<file path="src/rtl/itf_dram_xfer_if.sv">
// Pad-bus and on-chip request/data bundle for itf_dram_xfer.
// master = the transfer controller, slave = host/DRAM model plus on-chip clients.
interface itf_dram_xfer_if #(
   parameter int PORT_WIDTH      = 128,
   parameter int DRAM_ADDR_WIDTH = 32,
   parameter int ADDR_WIDTH      = 16
);
   logic                       I_ReqVld;
   logic                       I_ReqWr;
   logic [DRAM_ADDR_WIDTH-1:0] I_ReqAddr;
   logic [ADDR_WIDTH-1:0]      I_ReqNum;
   logic                       O_ReqRdy;
   logic [PORT_WIDTH-1:0]      I_WrDat;
   logic                       I_WrDatVld;
   logic                       O_WrDatRdy;
   logic [PORT_WIDTH-1:0]      O_RdDat;
   logic                       O_RdDatVld;
   logic                       I_RdDatRdy;
   logic [PORT_WIDTH-1:0]      O_IsaDat;
   logic                       O_IsaVld;
   logic                       I_IsaRdy;
   logic [PORT_WIDTH-1:0]      O_Dat;
   logic [PORT_WIDTH-1:0]      I_Dat;
   logic                       O_DatOE;
   logic                       O_CmdVld;
   logic                       O_DatVld;
   logic                       O_DatLast;
   logic                       I_DatRdy;
   logic                       I_DatVld;
   logic                       I_DatLast;
   logic                       I_ISAVld;
   logic                       O_DatRdy;
   logic                       O_ErrLen;

   modport master (
      input  I_ReqVld, I_ReqWr, I_ReqAddr, I_ReqNum, I_WrDat, I_WrDatVld, I_RdDatRdy,
             I_IsaRdy, I_Dat, I_DatRdy, I_DatVld, I_DatLast, I_ISAVld,
      output O_ReqRdy, O_WrDatRdy, O_RdDat, O_RdDatVld, O_IsaDat, O_IsaVld, O_Dat,
             O_DatOE, O_CmdVld, O_DatVld, O_DatLast, O_DatRdy, O_ErrLen
   );

   modport slave (
      output I_ReqVld, I_ReqWr, I_ReqAddr, I_ReqNum, I_WrDat, I_WrDatVld, I_RdDatRdy,
             I_IsaRdy, I_Dat, I_DatRdy, I_DatVld, I_DatLast, I_ISAVld,
      input  O_ReqRdy, O_WrDatRdy, O_RdDat, O_RdDatVld, O_IsaDat, O_IsaVld, O_Dat,
             O_DatOE, O_CmdVld, O_DatVld, O_DatLast, O_DatRdy, O_ErrLen
   );
endinterface

</file>
<file path="src/rtl/itf_dram_xfer.sv">
// Off-chip transfer controller: issues a command beat on the pad bus, then streams
// read data in or write data out; unsolicited ISA bursts are forwarded to the config path.
module itf_dram_xfer #(
   parameter int PORT_WIDTH      = 128,
   parameter int DRAM_ADDR_WIDTH = 32,
   parameter int ADDR_WIDTH      = 16
) (
   input logic            clk,
   input logic            rst_n,
   itf_dram_xfer_if.master bus
);
   localparam int CNT_W = ADDR_WIDTH + 1;

   typedef enum logic [2:0] {S_IDLE, S_ISA, S_CMD, S_IN, S_OUT} state_e;

   state_e                     state_q, state_d;
   logic                       live_q, live_d;
   logic                       wr_q, wr_d;
   logic [DRAM_ADDR_WIDTH-1:0] addr_q, addr_d;
   logic [ADDR_WIDTH-1:0]      num_q, num_d;
   logic [CNT_W-1:0]           cnt_q, cnt_d;
   logic                       err_q, err_d;

   logic [CNT_W-1:0]      last_idx;
   logic                  at_last;
   logic                  isa_beat;
   logic                  rd_beat;
   logic [PORT_WIDTH-1:0] cmd_beat;

   // Burst length counts single pad beats; the request length is in double beats.
   assign last_idx = {num_q, 1'b0} - CNT_W'(1);
   assign at_last  = (cnt_q == last_idx);
   assign isa_beat = bus.I_DatVld & bus.I_ISAVld;
   assign rd_beat  = bus.I_DatVld & ~bus.I_ISAVld;
   assign live_d   = 1'b1;

   always_comb begin
      cmd_beat                                = '0;
      cmd_beat[0]                             = wr_q;
      cmd_beat[1 +: DRAM_ADDR_WIDTH]          = addr_q;
      cmd_beat[1+DRAM_ADDR_WIDTH +: ADDR_WIDTH] = num_q;
   end

   always_comb begin
      // NOTE: every _d and every output is defaulted up front so no path through the case infers a latch.
      state_d = state_q;
      wr_d    = wr_q;
      addr_d  = addr_q;
      num_d   = num_q;
      cnt_d   = cnt_q;
      err_d   = err_q;

      bus.O_ReqRdy   = 1'b0;
      bus.O_WrDatRdy = 1'b0;
      bus.O_RdDat    = '0;
      bus.O_RdDatVld = 1'b0;
      bus.O_IsaDat   = '0;
      bus.O_IsaVld   = 1'b0;
      bus.O_Dat      = '0;
      bus.O_DatOE    = 1'b0;
      bus.O_CmdVld   = 1'b0;
      bus.O_DatVld   = 1'b0;
      bus.O_DatLast  = 1'b0;
      bus.O_DatRdy   = 1'b0;
      bus.O_ErrLen   = err_q;

      // live_q keeps every output quiet while reset is held and for the first edge after it.
      if (live_q) begin
         unique case (state_q)
            S_IDLE, S_ISA: begin
               bus.O_IsaDat = isa_beat ? bus.I_Dat : '0;
               bus.O_IsaVld = isa_beat;
               bus.O_DatRdy = bus.I_ISAVld & bus.I_IsaRdy;
               bus.O_ReqRdy = (state_q == S_IDLE) & ~isa_beat;
               if (isa_beat & bus.I_IsaRdy) begin
                  state_d = bus.I_DatLast ? S_IDLE : S_ISA;
               end else if (bus.O_ReqRdy & bus.I_ReqVld) begin
                  wr_d    = bus.I_ReqWr;
                  addr_d  = bus.I_ReqAddr;
                  num_d   = bus.I_ReqNum;
                  state_d = (bus.I_ReqNum == '0) ? S_IDLE : S_CMD;
               end
            end
            S_CMD: begin
               bus.O_DatOE  = 1'b1;
               bus.O_DatVld = 1'b1;
               bus.O_CmdVld = 1'b1;
               bus.O_Dat    = cmd_beat;
               if (bus.I_DatRdy) begin
                  state_d = wr_q ? S_OUT : S_IN;
                  cnt_d   = '0;
               end
            end
            S_OUT: begin
               bus.O_DatOE    = 1'b1;
               bus.O_DatVld   = bus.I_WrDatVld;
               bus.O_Dat      = bus.I_WrDat;
               bus.O_WrDatRdy = bus.I_DatRdy;
               bus.O_DatLast  = bus.I_WrDatVld & at_last;
               if (bus.I_WrDatVld & bus.I_DatRdy) begin
                  cnt_d = cnt_q + CNT_W'(1);
                  if (at_last) state_d = S_IDLE;
               end
            end
            S_IN: begin
               bus.O_RdDat    = bus.I_Dat;
               bus.O_RdDatVld = rd_beat;
               bus.O_DatRdy   = ~bus.I_ISAVld & bus.I_RdDatRdy;
               if (rd_beat & bus.I_RdDatRdy) begin
                  cnt_d = cnt_q + CNT_W'(1);
                  // Host and requester disagreeing on burst length is flagged, not fatal.
                  if (bus.I_DatLast | at_last) begin
                     state_d = S_IDLE;
                     if (bus.I_DatLast != at_last) err_d = 1'b1;
                  end
               end
            end
            default: state_d = S_IDLE;
         endcase
      end
   end

   // NOTE: sequential state uses non-blocking assignments only, so every flop samples pre-edge values.
   always_ff @(posedge clk or negedge rst_n) begin
      if (!rst_n) begin
         state_q <= S_IDLE;
         live_q  <= 1'b0;
         wr_q    <= 1'b0;
         addr_q  <= '0;
         num_q   <= '0;
         cnt_q   <= '0;
         err_q   <= 1'b0;
      end else begin
         state_q <= state_d;
         live_q  <= live_d;
         wr_q    <= wr_d;
         addr_q  <= addr_d;
         num_q   <= num_d;
         cnt_q   <= cnt_d;
         err_q   <= err_d;
      end
   end
endmodule

</file>
<file path="src/flat_wrapper.sv">
// flat-port wrapper written by rule: the top's interface ports become plain ports
module itf_dram_xfer_flat 
#(
   parameter int PORT_WIDTH      = 128,
   parameter int DRAM_ADDR_WIDTH = 32,
   parameter int ADDR_WIDTH      = 16
)
  (clk, rst_n, bus_I_ReqVld, bus_I_ReqWr, bus_I_ReqAddr, bus_I_ReqNum, bus_I_WrDat, bus_I_WrDatVld, bus_I_RdDatRdy, bus_I_IsaRdy, bus_I_Dat, bus_I_DatRdy, bus_I_DatVld, bus_I_DatLast, bus_I_ISAVld, bus_O_ReqRdy, bus_O_WrDatRdy, bus_O_RdDat, bus_O_RdDatVld, bus_O_IsaDat, bus_O_IsaVld, bus_O_Dat, bus_O_DatOE, bus_O_CmdVld, bus_O_DatVld, bus_O_DatLast, bus_O_DatRdy, bus_O_ErrLen);
  itf_dram_xfer_if #(.PORT_WIDTH(PORT_WIDTH), .DRAM_ADDR_WIDTH(DRAM_ADDR_WIDTH), .ADDR_WIDTH(ADDR_WIDTH)) bus_i ();
  input logic clk;
  input logic rst_n;
  input wire logic [$bits(bus_i.I_ReqVld)-1:0] bus_I_ReqVld;
  input wire logic [$bits(bus_i.I_ReqWr)-1:0] bus_I_ReqWr;
  input wire logic [$bits(bus_i.I_ReqAddr)-1:0] bus_I_ReqAddr;
  input wire logic [$bits(bus_i.I_ReqNum)-1:0] bus_I_ReqNum;
  input wire logic [$bits(bus_i.I_WrDat)-1:0] bus_I_WrDat;
  input wire logic [$bits(bus_i.I_WrDatVld)-1:0] bus_I_WrDatVld;
  input wire logic [$bits(bus_i.I_RdDatRdy)-1:0] bus_I_RdDatRdy;
  input wire logic [$bits(bus_i.I_IsaRdy)-1:0] bus_I_IsaRdy;
  input wire logic [$bits(bus_i.I_Dat)-1:0] bus_I_Dat;
  input wire logic [$bits(bus_i.I_DatRdy)-1:0] bus_I_DatRdy;
  input wire logic [$bits(bus_i.I_DatVld)-1:0] bus_I_DatVld;
  input wire logic [$bits(bus_i.I_DatLast)-1:0] bus_I_DatLast;
  input wire logic [$bits(bus_i.I_ISAVld)-1:0] bus_I_ISAVld;
  output wire logic [$bits(bus_i.O_ReqRdy)-1:0] bus_O_ReqRdy;
  output wire logic [$bits(bus_i.O_WrDatRdy)-1:0] bus_O_WrDatRdy;
  output wire logic [$bits(bus_i.O_RdDat)-1:0] bus_O_RdDat;
  output wire logic [$bits(bus_i.O_RdDatVld)-1:0] bus_O_RdDatVld;
  output wire logic [$bits(bus_i.O_IsaDat)-1:0] bus_O_IsaDat;
  output wire logic [$bits(bus_i.O_IsaVld)-1:0] bus_O_IsaVld;
  output wire logic [$bits(bus_i.O_Dat)-1:0] bus_O_Dat;
  output wire logic [$bits(bus_i.O_DatOE)-1:0] bus_O_DatOE;
  output wire logic [$bits(bus_i.O_CmdVld)-1:0] bus_O_CmdVld;
  output wire logic [$bits(bus_i.O_DatVld)-1:0] bus_O_DatVld;
  output wire logic [$bits(bus_i.O_DatLast)-1:0] bus_O_DatLast;
  output wire logic [$bits(bus_i.O_DatRdy)-1:0] bus_O_DatRdy;
  output wire logic [$bits(bus_i.O_ErrLen)-1:0] bus_O_ErrLen;
  assign bus_i.I_ReqVld = bus_I_ReqVld;
  assign bus_i.I_ReqWr = bus_I_ReqWr;
  assign bus_i.I_ReqAddr = bus_I_ReqAddr;
  assign bus_i.I_ReqNum = bus_I_ReqNum;
  assign bus_i.I_WrDat = bus_I_WrDat;
  assign bus_i.I_WrDatVld = bus_I_WrDatVld;
  assign bus_i.I_RdDatRdy = bus_I_RdDatRdy;
  assign bus_i.I_IsaRdy = bus_I_IsaRdy;
  assign bus_i.I_Dat = bus_I_Dat;
  assign bus_i.I_DatRdy = bus_I_DatRdy;
  assign bus_i.I_DatVld = bus_I_DatVld;
  assign bus_i.I_DatLast = bus_I_DatLast;
  assign bus_i.I_ISAVld = bus_I_ISAVld;
  assign bus_O_ReqRdy = bus_i.O_ReqRdy;
  assign bus_O_WrDatRdy = bus_i.O_WrDatRdy;
  assign bus_O_RdDat = bus_i.O_RdDat;
  assign bus_O_RdDatVld = bus_i.O_RdDatVld;
  assign bus_O_IsaDat = bus_i.O_IsaDat;
  assign bus_O_IsaVld = bus_i.O_IsaVld;
  assign bus_O_Dat = bus_i.O_Dat;
  assign bus_O_DatOE = bus_i.O_DatOE;
  assign bus_O_CmdVld = bus_i.O_CmdVld;
  assign bus_O_DatVld = bus_i.O_DatVld;
  assign bus_O_DatLast = bus_i.O_DatLast;
  assign bus_O_DatRdy = bus_i.O_DatRdy;
  assign bus_O_ErrLen = bus_i.O_ErrLen;
  itf_dram_xfer #(.PORT_WIDTH(PORT_WIDTH), .DRAM_ADDR_WIDTH(DRAM_ADDR_WIDTH), .ADDR_WIDTH(ADDR_WIDTH)) u_core (.clk(clk), .rst_n(rst_n), .bus(bus_i));
endmodule
</file>
<file path="config.mk">
export PLATFORM = sky130hd
export DESIGN_NAME = itf_dram_xfer_flat
export DESIGN_NICKNAME = d
export VERILOG_FILES = /design/src/rtl/itf_dram_xfer_if.sv /design/src/rtl/itf_dram_xfer.sv /design/src/flat_wrapper.sv
export SDC_FILE = /design/constraint.sdc
export NUM_CORES = 1
export LEC_CHECK = 0
export BUFFER_PORTS_ARGS = -buffer_cell sky130_fd_sc_hd__buf_2
export CAP_MARGIN = 20
export CORE_AREA = 2 2 276 278
export DETAILED_ROUTE_END_ITERATION = 12
export DIE_AREA = 0 0 278 280
export PLACE_DENSITY = 0.35
export SLEW_MARGIN = 20
export SYNTH_ARGS = -nofsm -noshare
export SYNTH_HDL_FRONTEND = slang
export SYNTH_SLANG_ARGS = --single-unit
</file>
<file path="constraint.sdc">
create_clock -name clk -period 3.3 [get_ports clk]
set_input_delay 0 -clock clk [delete_from_list [all_inputs] [get_ports clk]]
set_output_delay 0 -clock clk [all_outputs]
set_load 0.05 [all_outputs]
</file>
Yosys cells after proc, flatten, opt, wreduce, memory -nomap -nowiden
Index checks and enable logic that the tools add are counted.
{"block": "op_classes", "n_addsub": 2, "reduce_logical": 9, "n_mux": 40, "eq_ne": 12, "bitwise": 14}
{"operator": "2-to-1 mux 128 bit", "n": 6}
{"operator": "one-hot mux 128 bit (2 select lines)", "n": 1}
{"operator": "2-to-1 mux 17 bit", "n": 3}
{"operator": "one-hot mux 17 bit (3 select lines)", "n": 1}
{"operator": "2-to-1 mux 3 bit", "n": 8}
{"operator": "adder 17 x 1 -> 17 bit (second input constant)", "n": 1}
{"operator": "== test 17 bit", "n": 1}
{"operator": "2-to-1 mux 1 bit", "n": 17}
{"operator": "subtractor 17 x 1 -> 17 bit (second input constant)", "n": 1}
{"operator": "logical NOT 16 bit", "n": 1}
{"operator": "one-hot mux 3 bit (4 select lines)", "n": 1}
{"operator": "bitwise AND 1 bit", "n": 10}
{"operator": "AND reduction 5 bit", "n": 2}
{"operator": "inequality test 2 x 1 -> 1 bit (second input constant)", "n": 4}
{"operator": "AND reduction 7 bit", "n": 1}
{"operator": "== test 3 x 2 -> 1 bit (second input constant)", "n": 2}
{"operator": "one-hot mux 1 bit (2 select lines)", "n": 2}
{"operator": "AND reduction 4 bit", "n": 1}
{"operator": "OR reduction 2 bit", "n": 2}
{"operator": "== test 3 x 1 -> 1 bit (second input constant)", "n": 1}
{"operator": "== test 3 bit (second input constant)", "n": 1}
{"operator": "logical NOT 3 bit", "n": 1}
{"operator": "inequality test 3 x 1 -> 1 bit (second input constant)", "n": 1}
{"operator": "NOT 1 bit", "n": 3}
{"operator": "other kinds (5)", "n": 5}
{"block": "word_totals", "input_bits": 315, "regBits": 71, "wordCells": 84, "output_inout_bits": 394}

Logic depth before layout (Yosys ltp)
Gate-level depths: netlist of the first run.
{"block": "logic_depth", "depth_word": 7, "ltp_mapped": 14}

Worst setup path after synthesis of the first run
Ideal clock, no wire load.
{"block": "synth_path", "path_type": "reg2reg", "start": "reg u_core.state_q[2]", "end": "reg u_core.num_q[10]", "path_stages_with_launch": 8, "n_path_buf": 3, "required_ps": 3175, "period_less_slack_ps": 3651, "arrival_time_ps": 3526, "setup_ps": 125, "slack_ps": -351, "path_cell_list": "dfrtp_1 -> clkbuf_1 -> nand2b_1 -> nor4b_1 -> nand2_1 -> buf_2 -> buf_1 -> mux2_2"}
{"block": "synth_via", "elab_chain_cells": 4, "word_cells_on_any_way": 6, "cone_classes": "eq/ne (1); bitwise (2); reduce/logical (3)"}
{"item": "start, declared", "line_no": "itf_dram_xfer.sv:16", "source": "state_e state_q, state_d;"}
{"item": "start signal, assigned", "line_no": "itf_dram_xfer.sv:134", "source": "state_q <= state_d;"}
{"item": "logical NOT 3 bit", "line_no": "itf_dram_xfer.sv:69, itf_dram_xfer.sv:74"}
{"item": "bitwise AND 1 bit", "line_no": "itf_dram_xfer.sv:74", "source": "bus.O_ReqRdy = (state_q == S_IDLE) & ~isa_beat;"}
{"item": "bitwise AND 1 bit", "line_no": "itf_dram_xfer.sv:77", "source": "end else if (bus.O_ReqRdy & bus.I_ReqVld) begin"}
{"item": "AND reduction 4 bit (no source line) *"}
{"item": "end signal, assigned", "line_no": "itf_dram_xfer.sv:138", "source": "num_q <= num_d;"}
{"item": "end, declared", "line_no": "itf_dram_xfer.sv:20", "source": "logic [ADDR_WIDTH-1:0] num_q, num_d;"}
Every way passes the cells marked *; elsewhere a longest branch is shown, timed or not.
A chain may end at the register's enable or synchronous reset.

Final worst setup path of the first run
{"block": "layout_path", "start": "reg u_core.num_q[0]", "end": "reg u_core.state_q[2]"}
{"block": "layout_via", "elab_chain_cells": 5, "word_cells_on_any_way": 6, "cone_classes": "add/sub (1); eq/ne (3); bitwise (1); reduce/logical (1)"}
{"item": "subtractor 17 x 1 -> 17 bit *", "line_no": "itf_dram_xfer.sv:31", "source": "assign last_idx = {num_q, 1'b0} - CNT_W'(1);"}
{"item": "== test 17 bit *", "line_no": "itf_dram_xfer.sv:32", "source": "assign at_last = (cnt_q == last_idx);"}
{"item": "OR 1 bit", "line_no": "itf_dram_xfer.sv:112", "source": "if (bus.I_DatLast | at_last) begin"}
{"item": "inequality test 2 x 1 -> 1 bit (no source line)"}
{"item": "AND reduction 7 bit (no source line) *"}
Marked as above.

==> results of run 1 <==
[flip-flops by register name, summed over array words and instances, names as in the netlist]
name                 cells
u_core.bus.O_ErrLen      1
u_core.state_q           3
u_core.addr_q           32
u_core.wr_q              1
u_core.live_q            1
u_core.cnt_q            17
u_core.num_q            16
[cell families (layout without fill, tap and decap cells)]
| logic type | count (synthesis) | in the layout | share of synthesized area (%) |
|---|---|---|---|
| buf+inv | 82 | 802 | 4.96 |
| simple gates | 460 | 460 | 43.3 |
| mux | 51 | 51 | 8.87 |
| other cells | 1 | 4 | 0.0581 |
| xor+xnor | 25 | 25 | 3.39 |
| compound gates | 93 | 93 | 11.3 |
| flops | 71 | 71 | 27.5 |
| fa+ha+maj | 3 | 3 | 0.581 |
[cell usage after synthesis (3+ instances only)]
| library cell | n |
|---|---|
| a21oi_1 | 8 |
| a22o_1 | 49 |
| a31oi_1 | 3 |
| and2_1 | 210 |
| and3_1 | 132 |
| buf_1 | 3 |
| buf_2 | 3 |
| clkbuf_1 | 69 |
| dfrtp_1 | 71 |
| ha_1 | 3 |
| inv_1 | 5 |
| mux2_2 | 49 |
| nand2_1 | 31 |
| nand2b_1 | 6 |
| nand3_1 | 11 |
| nand3b_1 | 3 |
| nand4_1 | 4 |
| nor2_1 | 24 |
| nor2b_1 | 3 |
| nor3_1 | 4 |
| nor4_1 | 6 |
| nor4_2 | 3 |
| o2111ai_1 | 3 |
| o21ai_0 | 13 |
| or2_2 | 3 |
| or3_1 | 6 |
| xnor2_1 | 10 |
| xor2_1 | 15 |
[cell type report]
| class | instances | area share, % |
|---|---|---|
| Antenna cell | 3 | 0.0626 |
| Clock buffer | 11 | 2.02 |
| Clock inverter | 5 | 0.344 |
| Inverter | 5 | 0.156 |
| Multi-Input combinational cell | 633 | 36.9 |
| Sequential cell | 71 | 14.9 |
| Tap cell | 978 | 10.2 |
| Timing Repair Buffer | 781 | 35.5 |
[critical path, cell delays in order (launching register included)]
cell	delay, ps
dfrtp_2	420
inv_1	60
ha_1	230
nor3b_2	160
buf_4	160
and4bb_2	260
mux2_1	200
mux2i_1	80
o21ai_2	200
nand4_4	150
ha_2	230
o21ai_1	140
nand3_1	110
buf_4	150
nor4_1	230
a221o_1	150
[per-stage QoR]
step | setup slack, ps | hold WS (ps) | util, %
after floorplan | 469 | -296 | -
after global placement | 112 | 97.5 | 14.8
after detailed placement | 109 | 105 | 14.8
after CTS | 57.4 | 25.6 | 15.9
after global routing | 62.1 | 42.2 | 16.0
final | 324 | 31.6 | 16.0
[timing repair]
action	4_1_cts	5_1_grt
buffers inserted	0	3
setup endpoints to repair	0	3
gates resized for setup	0	10
hold buffers	50	0
hold endpoints to repair	99	0
[worst max path at each step]
stage | startpoint | endpoint | slack, ps | cells after the start
6_report | u_core.num_q[0] | u_core.state_q[2] | 320 | 15
2_1_floorplan | u_core.state_q[2] | u_core.num_q[10] | 470 | 7
3_3_place_gp | u_core.num_q[0] | u_core.state_q[1] | 110 | 12
4_1_cts | u_core.num_q[0] | u_core.state_q[1] | 60 | 12
3_5_place_dp | u_core.num_q[0] | u_core.state_q[1] | 110 | 12
5_1_grt | u_core.num_q[0] | u_core.state_q[1] | 60 | 15
[per-layer routing]
metal  routed length [um]  vias to the layer above  track usage (%)
li1                     -                     4162                -
met1                17300                     4229             12.2
met2                19000                      439             15.3
met3                 4210                       39             3.61
met4                  822                        4             2.49
met5                   23                        -                0
[power breakdown]
group | leakage (uW) | switching, uW | internal (uW)
registers | 0.000885 | 392 | 1210
clock network | 0.000132 | 415 | 536
logic | 0.00598 | 3280 | 1490
[cell usage in the layout (no fill, tap or decap), types with 15 or more instances in the layout]
master         count
buf_2            707
nor2_1            23
dfrtp_1           68
and2_1           210
a22o_1            49
mux2_2            49
xor2_1            15
and3_1           131
buf_4             21
dlygate4sd3_1     50
nand2_1           30
==> flow_metrics.env, run 1 <==
export IMPL_regToRegEndpoint="u_core.state_q[2]"
export IMPL_drv_slew=0
export IMPL_cp_required_ps=3580
export IMPL_p_leak_uw=0.00699
export IMPL_synth_edf_count=0
export IMPL_cts_reportedPaths_clkPinSlew_ps=70
export IMPL_dpl_cell_count=2415
export IMPL_holdPathEnd="u_core.state_q[0]"
export IMPL_relSlewSlack_pct=52.1
export IMPL_fill_cells=8611
export IMPL_insertion_delay_ps=340
export IMPL_gp_congestion=0.797
export IMPL_r2r_cells=15
export IMPL_viasPerCell=3.57
export IMPL_period_minus_slack_ps=2980
export IMPL_min_path_cells=3
export IMPL_synth_area_top_cells="dfrtp_1 28%, and2_1 20%, and3_1 13%"
export IMPL_yosysTopAreaCell="dfrtp_1"
export IMPL_ys_ff_latch=71
export IMPL_min_period_over_period_pct=90.2
export IMPL_grt_pass1_vias=8517
export IMPL_wl_per_cell_um=16.6
export IMPL_hold_violations=0
export IMPL_worst_pin_slew_ps=718
export IMPL_drt_iter0_markers=523
export IMPL_dp_hpwl_um=34800
export IMPL_start_util_pct=8.59
export IMPL_placed_area_sq_um=11100
export IMPL_syn_area_sq_um=6460
export IMPL_synth_area_per_cell_sq_um=8.22
export IMPL_die_h_um=280
export IMPL_final_cells=2487
export IMPL_grt_pass1_wl_um=56300
export IMPL_vias=8873
export IMPL_seqCellArea_sq_um=1780
export IMPL_ant_nets=0
export IMPL_synth_top_area_share_pct=27.5
export IMPL_grt_max_degree=131
export IMPL_drive_gt1_share_pct=54.6
export IMPL_reg2reg_slack_ps=320
export IMPL_h_tree_depth=3
export IMPL_synth_seq_area_share_pct=27.5
export IMPL_min_from="bus_I_DatLast"
export IMPL_cts_tree="built"
export IMPL_multi_input_area_sq_um=4430
export IMPL_cts_buffers=9
export IMPL_synth_cells=786
export IMPL_clock_sinks=71
export IMPL_firstDrtPassIters=5
export IMPL_timing_fmax_ghz=0.336
export IMPL_crit_fanout=6
export IMPL_setup_viol=0
export IMPL_worstReg2RegStart="u_core.num_q[0]"
export IMPL_core_area_sq_um=75200
export IMPL_maxCapViolations=0
export IMPL_grt_overflow=0
export IMPL_chipWidth_um=278
export IMPL_remaining_drc_errors=0
export IMPL_synth_ff_type="dfrtp_1"
export IMPL_portBuffers=708
export IMPL_rsz0062_at_grt="false"
export IMPL_skew_ps=11.1
export IMPL_final_nets=1819
export IMPL_worstPathArrival_ps=3260
export IMPL_antenna_found_initial=7
export IMPL_root_buffer="clkbuf_16"
export IMPL_crit_path_start_kind="register"
export IMPL_synth_nets=1104
export IMPL_power_density_nw_per_um2=610
export IMPL_crit_type="reg -> reg"
export IMPL_postSynth_asyncResetShare_pct=100
export IMPL_crit_path_end_kind="register"
export IMPL_min_path_type="in -> reg"
export IMPL_peakVddDrop_v=0.000416
export IMPL_setup_tns_ps=0
export IMPL_ys_warnings_count=0
export IMPL_placementRows=101
export IMPL_fin_area_sq_um=12000
export IMPL_ioPinCount=709
export IMPL_syn_to_final_growth_pct=85.8
export IMPL_clk_path_buf_depth=2
export IMPL_yosysUniqueCellTypes=60
export IMPL_drt_total_wl_um=41300
export IMPL_grt_usage_pct=9.65
export IMPL_status="completed"
export IMPL_die_area_sq_um=77800
export IMPL_finalPower_uw=7320
Note: power is estimated with default switching activity, not from simulation.
==> run 2, diff against run 1 <==
Settings changed: BUFFER_PORTS_ARGS -buffer_cell sky130_fd_sc_hd__buf_2 to default, CORE_AREA 2 2 276 278 to 2 2 279 281, DIE_AREA 0 0 278 280 to 0 0 281 283, DONT_BUFFER_PORTS from default to 1, GPL_TIMING_DRIVEN from default to 0, PLACE_DENSITY 0.35 to 0.3.
==> run 2 against run 1 <==
Compared with the run above: sequential share of layout area is 5.2 points higher; first-iteration DRC count is 14% lower; total power is 4.8% lower; wire length is 4.2% higher; non-clock buffer count is 644 lower; sequential cell count stayed put; hold slack better by 19 ps; critical path depth is 9 lower; count of clock-buffer cells in the layout is 2 lower; critical path type is now reg -> out; critical endpoint is now bus_O_IsaDat[24]; die area is 2.2% higher; final cell count is 23% lower; clock skew is 5.8 ps lower.
==> flow_metrics.env, run 2 (synthesized netlist as in run 1, its figures left out) <==
export IMPL_fin_area_sq_um=8900
export IMPL_min_path_type="in -> reg"
export IMPL_met2_length_um=19500
export IMPL_crit_path_start_kind="register"
export IMPL_viasPerCell=3.62
export IMPL_grt_usage_pct=10.1
export IMPL_h_tree_depth=3
export IMPL_r2r_cells=12
export IMPL_wl_per_cell_um=22.4
export IMPL_rsz0062_at_grt="true"
export IMPL_layout_common_cells="190 x and2_1, 130 x and3_1, 66 x dfrtp_1"
export IMPL_cp_top_family="simple AND/OR/NAND/NOR gates"
export IMPL_chipWidth_um=281
export IMPL_portBuffers=0
export IMPL_placementRows=102
export IMPL_cp_common_cell="clkbuf_1"
export IMPL_wl_met3_um=5570
export IMPL_die_h_um=283
export IMPL_cts_buffers=9
export IMPL_reg2reg_slack_ps=160
export IMPL_grt_pass1_vias=6848
export IMPL_largest_reg_flops=32
export IMPL_placed_area_sq_um=7780
export IMPL_period_minus_slack_ps=3180
export IMPL_wl_met1_um=17200
export IMPL_drt_total_wl_um=43100
export IMPL_hold_violations=0
export IMPL_relSlewSlack_pct=37.5
export IMPL_grt_overflow=0
export IMPL_skew_ps=5.26
export IMPL_dp_hpwl_um=36900
export IMPL_regToRegEndpoint="u_core.state_q[1]"
export IMPL_worstPathArrival_ps=3180
export IMPL_grt_pass1_wl_um=56700
export IMPL_ioPinCount=709
export IMPL_pre_cts_ws_ps=-643
export IMPL_crit_path_end_kind="output pin"
export IMPL_crit_slowest_cell="and2_1"
export IMPL_fill_cells=8788
export IMPL_slowest_delay_ps=530
export IMPL_insertion_delay_ps=350
export IMPL_clk_path_buf_depth=2
export IMPL_root_buffer="clkbuf_16"
export IMPL_crit_chain="clkbuf_1 -> nand2b_1 -> nor3_2 -> clkbuf_2 -> clkbuf_1 -> and2_1"
export IMPL_setup_ws_ps=117
export IMPL_cp_required_ps=3300
export IMPL_gp_congestion=0.969
export IMPL_status="completed"
export IMPL_grt_max_degree=72
export IMPL_timing_fmax_ghz=0.314
export IMPL_peakVddDrop_v=0.000389
export IMPL_top_register="u_core.addr_q"
export IMPL_drive_gt1_share_pct=16.8
export IMPL_final_common_cell="and2_1"
export IMPL_cp_num_cells=6
export IMPL_clock_sinks=71
export IMPL_p_leak_uw=0.00372
export IMPL_min_path_cells=5
export IMPL_power_density_nw_per_um2=783
export IMPL_cts_tree="built"
export IMPL_syn_to_final_growth_pct=37.7
export IMPL_core_area_sq_um=76700
export IMPL_ant_nets=0
export IMPL_start_util_pct=8.42
export IMPL_die_area_sq_um=79500
export IMPL_cts_reportedPaths_clkPinSlew_ps=70
export IMPL_holdPathEnd="u_core.state_q[0]"
export IMPL_min_period_over_period_pct=96.5
export IMPL_firstDrtPassIters=5
export IMPL_antenna_found_initial=25
export IMPL_min_from="bus_I_ReqVld"
export IMPL_setup_viol=0
export IMPL_worst_pin_slew_ps=934
export IMPL_top_layer="met5"
export IMPL_maxCapViolations=0
export IMPL_top_regs="u_core.addr_q (32), u_core.cnt_q (17), u_core.num_q (16)"
export IMPL_remaining_drc_errors=0
export IMPL_drv_slew=0
export IMPL_vias=6970
export IMPL_final_nets=1175
export IMPL_crit_fanout=10
export IMPL_worstReg2RegStart="u_core.num_q[10]"
export IMPL_drt_iter0_markers=452
export IMPL_crit_buf_inv=3
export IMPL_crit_type="reg -> out"
run 2: cell types whose count changed in the layout (fill, tap and decap cells not counted), sizes merged:
cell,change
diode,+21
clkinvlp,-2
buf,-714
dlygate4sd3,+2
inv,+3
bufinv,+1
clkbuf,+66
run 2: area by class of cell:
cell class	count	area, sq um	share of cell area, %
Inverter	5	18.8	0.211
Timing Repair Buffer	62	616	6.92
Clock buffer	9	225	2.53
Sequential cell	71	1780	20.0
Clock inverter	7	77.6	0.872
Buffer	75	309	3.47
Multi-Input combinational cell	633	4510	50.7
Tap cell	1040	1300	14.6
Antenna cell	24	60.1	0.675
run 2: worst register-to-register path: stages, from the launching register on:
cell and delay (ps):
dfrtp_2 460, or4_4 580, and4bb_2 380, mux2_1 150
mux2i_1 80, o21ai_2 210, nand4_4 170, ha_4 230
o21ai_2 150, nand3_2 120, o21bai_2 250, o21ai_0 150
o21ai_0 100
run 2: repair_timing:
item	in CTS	in global routing
setup endpoints to repair	235	43
resized for setup	29	32
pin swaps	1	4
hold buffers	53	0
setup buffers	2	7
hold endpoints to repair	122	0
run 2: routing by layer:
layer | track usage (%) | up-vias
met3 | 5.06 | 48
met1 | 12.1 | 3453
met4 | 1.64 | 4
met5 | 1.22 | -
met2 | 16.1 | 558
li1 | - | 2907
run 2: how the worst max path moves through the flow:
stage,from,end,slack (ps)
after floorplan,u_core.state_q[2],u_core.num_q[10],470
after global placement,u_core.state_q[1],bus_O_DatLast,-580
after detailed placement,u_core.state_q[1],bus_O_DatLast,-640
after CTS,u_core.num_q[10],u_core.state_q[1],-20
after global routing,u_core.num_q[1],u_core.state_q[1],-130
final,u_core.state_q[2],bus_O_IsaDat[24],120
run 2: metrics by stage:
| stage | total power, uW | std cells | util (%) | TNS [ps] | hold WS, ps |
|---|---|---|---|---|---|
| after floorplan | 4950 | 786 | - | 0 | -296 |
| final | 6970 | 1926 | 11.6 | 0 | 50.6 |
| after detailed placement | 5710 | 1826 | 10.1 | -7760 | -293 |
| after global placement | 5700 | 1826 | 10.1 | -11470 | -292 |
| after CTS | 6980 | 1895 | 11.4 | -25.9 | 28.6 |
| after global routing | 7380 | 1922 | 11.6 | -162 | 66.6 |
run 2: power breakdown:
part / switching, uW / internal (uW) / total (uW)
logic: 3230 / 1080 / 4310
registers: 395 / 1210 / 1610
clock network: 456 / 598 / 1050
==> run 3, diff against run 2 <==
Settings changed: HOLD_SLACK_MARGIN from default to 0.12.
==> run 3 against run 2 <==
Compared with the run above: die area unchanged; via count up 0.50%; global-route usage about the same; count of clock-buffer cells in the layout unchanged; critical path depth up 6; core utilization up 0.069 points; hold slack better by 83 ps.
==> flow_metrics.env, run 3 (synthesized netlist as in run 1, its figures left out) <==
export IMPL_portBuffers=0
export IMPL_top_register="u_core.addr_q"
export IMPL_ioPinCount=709
export IMPL_crit_fanout=5
export IMPL_clock_sinks=71
export IMPL_period_minus_slack_ps=3140
export IMPL_regToRegEndpoint="u_core.state_q[1]"
export IMPL_syn_to_final_growth_pct=38.5
export IMPL_wl_per_cell_um=22.3
export IMPL_root_buffer="clkbuf_16"
export IMPL_crit_slowest_cell="or4_4"
export IMPL_start_util_pct=8.42
export IMPL_fin_area_sq_um=8950
export IMPL_min_period_over_period_pct=95.0
export IMPL_wl_met3_um=5430
export IMPL_firstDrtPassIters=5
export IMPL_crit_chain="or4_4 -> and4bb_2 -> mux2_1 -> mux2i_1 -> o21ai_2 -> nand4_4 -> ha_4 -> o21ai_2 -> nand3_2 -> o21bai_2 -> o21ai_0 -> o21ai_0"
export IMPL_p_leak_uw=0.00374
export IMPL_crit_buf_inv=0
export IMPL_grt_overflow=0
export IMPL_worst_pin_slew_ps=933
export IMPL_drive_gt1_share_pct=16.7
export IMPL_h_tree_depth=3
export IMPL_min_path_type="in -> reg"
export IMPL_ant_nets=0
export IMPL_top_layer="met5"
export IMPL_p_clk_share_pct=15.1
export IMPL_slowest_delay_ps=580
export IMPL_core_area_sq_um=76700
export IMPL_setup_ws_ps=164
export IMPL_drt_total_wl_um=43100
export IMPL_p_switching_uw=4070
export IMPL_cp_top_family="simple AND/OR/NAND/NOR gates"
export IMPL_hold_violations=0
export IMPL_p_seq_share_pct=23.1
export IMPL_placementRows=102
export IMPL_grt_usage_pct=10.1
export IMPL_critPathLaunch="u_core.num_q[10]"
export IMPL_top_regs="u_core.addr_q (32), u_core.cnt_q (17), u_core.num_q (16)"
export IMPL_grt_pass1_wl_um=56800
export IMPL_maxCapViolations=0
export IMPL_multi_input_area_sq_um=4510
export IMPL_wl_met1_um=17400
export IMPL_final_common_cell="and2_1"
export IMPL_antenna_found_initial=25
export IMPL_crit_path_end_kind="register"
export IMPL_gp_congestion=0.969
export IMPL_remaining_drc_errors=0
export IMPL_grt_pass1_vias=6881
export IMPL_dp_hpwl_um=36900
export IMPL_skew_ps=6.60
export IMPL_power_frac_comb_pct=61.8
export IMPL_grt_max_degree=72
export IMPL_status="completed"
export IMPL_cts_tree="built"
export IMPL_crit_type="reg -> reg"
export IMPL_peakVddDrop_v=0.000388
export IMPL_seqCellArea_sq_um=1780
export IMPL_worstPathArrival_ps=3360
export IMPL_placed_area_sq_um=7780
export IMPL_fill_cells=8785
export IMPL_power_switching_share_pct=58.5
export IMPL_die_area_sq_um=79500
export IMPL_drv_slew=0
export IMPL_layout_common_cells="190 x and2_1, 130 x and3_1, 66 x dfrtp_1"
export IMPL_vias=7005
export IMPL_power_density_nw_per_um2=779
export IMPL_chipWidth_um=281
export IMPL_setup_viol=0
export IMPL_met2_length_um=19500
export IMPL_r2r_cells=12
export IMPL_worstReg2RegStart="u_core.num_q[10]"
export IMPL_crit_path_start_kind="register"
export IMPL_cts_reportedPaths_clkPinSlew_ps=70
export IMPL_cp_num_cells=12
export IMPL_timing_fmax_ghz=0.319
export IMPL_final_nets=1180
export IMPL_finalPower_uw=6970
export IMPL_relSlewSlack_pct=37.6
export IMPL_cts_buffers=9
export IMPL_reg2reg_slack_ps=160
export IMPL_p_int_uw=2900
export IMPL_rsz0062_at_grt="true"
export IMPL_viasPerCell=3.63
export IMPL_drt_iter0_markers=510
export IMPL_clk_path_buf_depth=2
export IMPL_endpoint="u_core.state_q[1]"
export IMPL_setup_tns_ps=0
export IMPL_largest_reg_flops=32
export IMPL_pre_cts_ws_ps=-643
export IMPL_insertion_delay_ps=350
export IMPL_die_h_um=283
export IMPL_cp_required_ps=3520
-- run 3: cell types whose count changed in the layout (fill, tap and decap cells not counted), sizes merged --
cell         delta
dlygate4sd3     +5
diode           +1
-- run 3: worst min-delay path, cell delays in order --
cell and delay [ps]:
nor2_1 90, o22ai_2 110, nand3_4 140, o21ai_0 90
-- run 3: final cells by class --
cell class              count  area share (%)
plain buffers              75            3.45
repair buffers             67            7.44
multi-input cells         633            50.4
clock inverters             7           0.867
diodes                     25           0.699
well taps                1040            14.5
inverters                   5           0.210
flip-flops and latches     71            19.9
clock buffers               9            2.52
-- run 3: through the flow --
stage                     hold slack (ps)  std cells  util [%]
after global placement               -292       1826      10.1
after detailed placement             -293       1826      10.1
final                                 134       1932      11.7
after floorplan                      -296        786         -
after global routing                  180       1927      11.7
after CTS                             134       1900      11.4
-- run 3: how the worst min path moves through the flow --
stage | from | end | cells past startpoint
2_1_floorplan | rst_n | u_core.addr_q[0] | 0
3_3_place_gp | rst_n | u_core.num_q[4] | 0
3_5_place_dp | rst_n | u_core.num_q[4] | 0
4_1_cts | bus_I_DatRdy | u_core.cnt_q[1] | 4
5_1_grt | bus_I_DatRdy | u_core.cnt_q[1] | 4
6_report | bus_I_DatRdy | u_core.cnt_q[1] | 4
-- run 3: repair_timing --
item,in CTS,in global routing
gates resized for setup,29,32
setup endpoints to repair,235,43
pin swaps,1,4
endpoints found under the hold margin,124,0
setup buffers,2,7
cloned,0,0
hold buffers,58,0
-- run 3: power groups by stage --
stage / clock network [uW] / registers [uW] / logic [uW]
floorplan: 0 / 1440 / 3510
global placement: 0 / 1620 / 4070
detailed placement: 0 / 1620 / 4090
CTS: 1110 / 1640 / 4240
global route: 1150 / 1660 / 4580
finish: 1050 / 1610 / 4310
-- run 3: routing by layer --
layer	track usage [%]	vias up
li1	-	2915
met1	12.1	3473
met2	16.1	560
met3	5.09	53
met4	1.64	4
met5	1.22	-
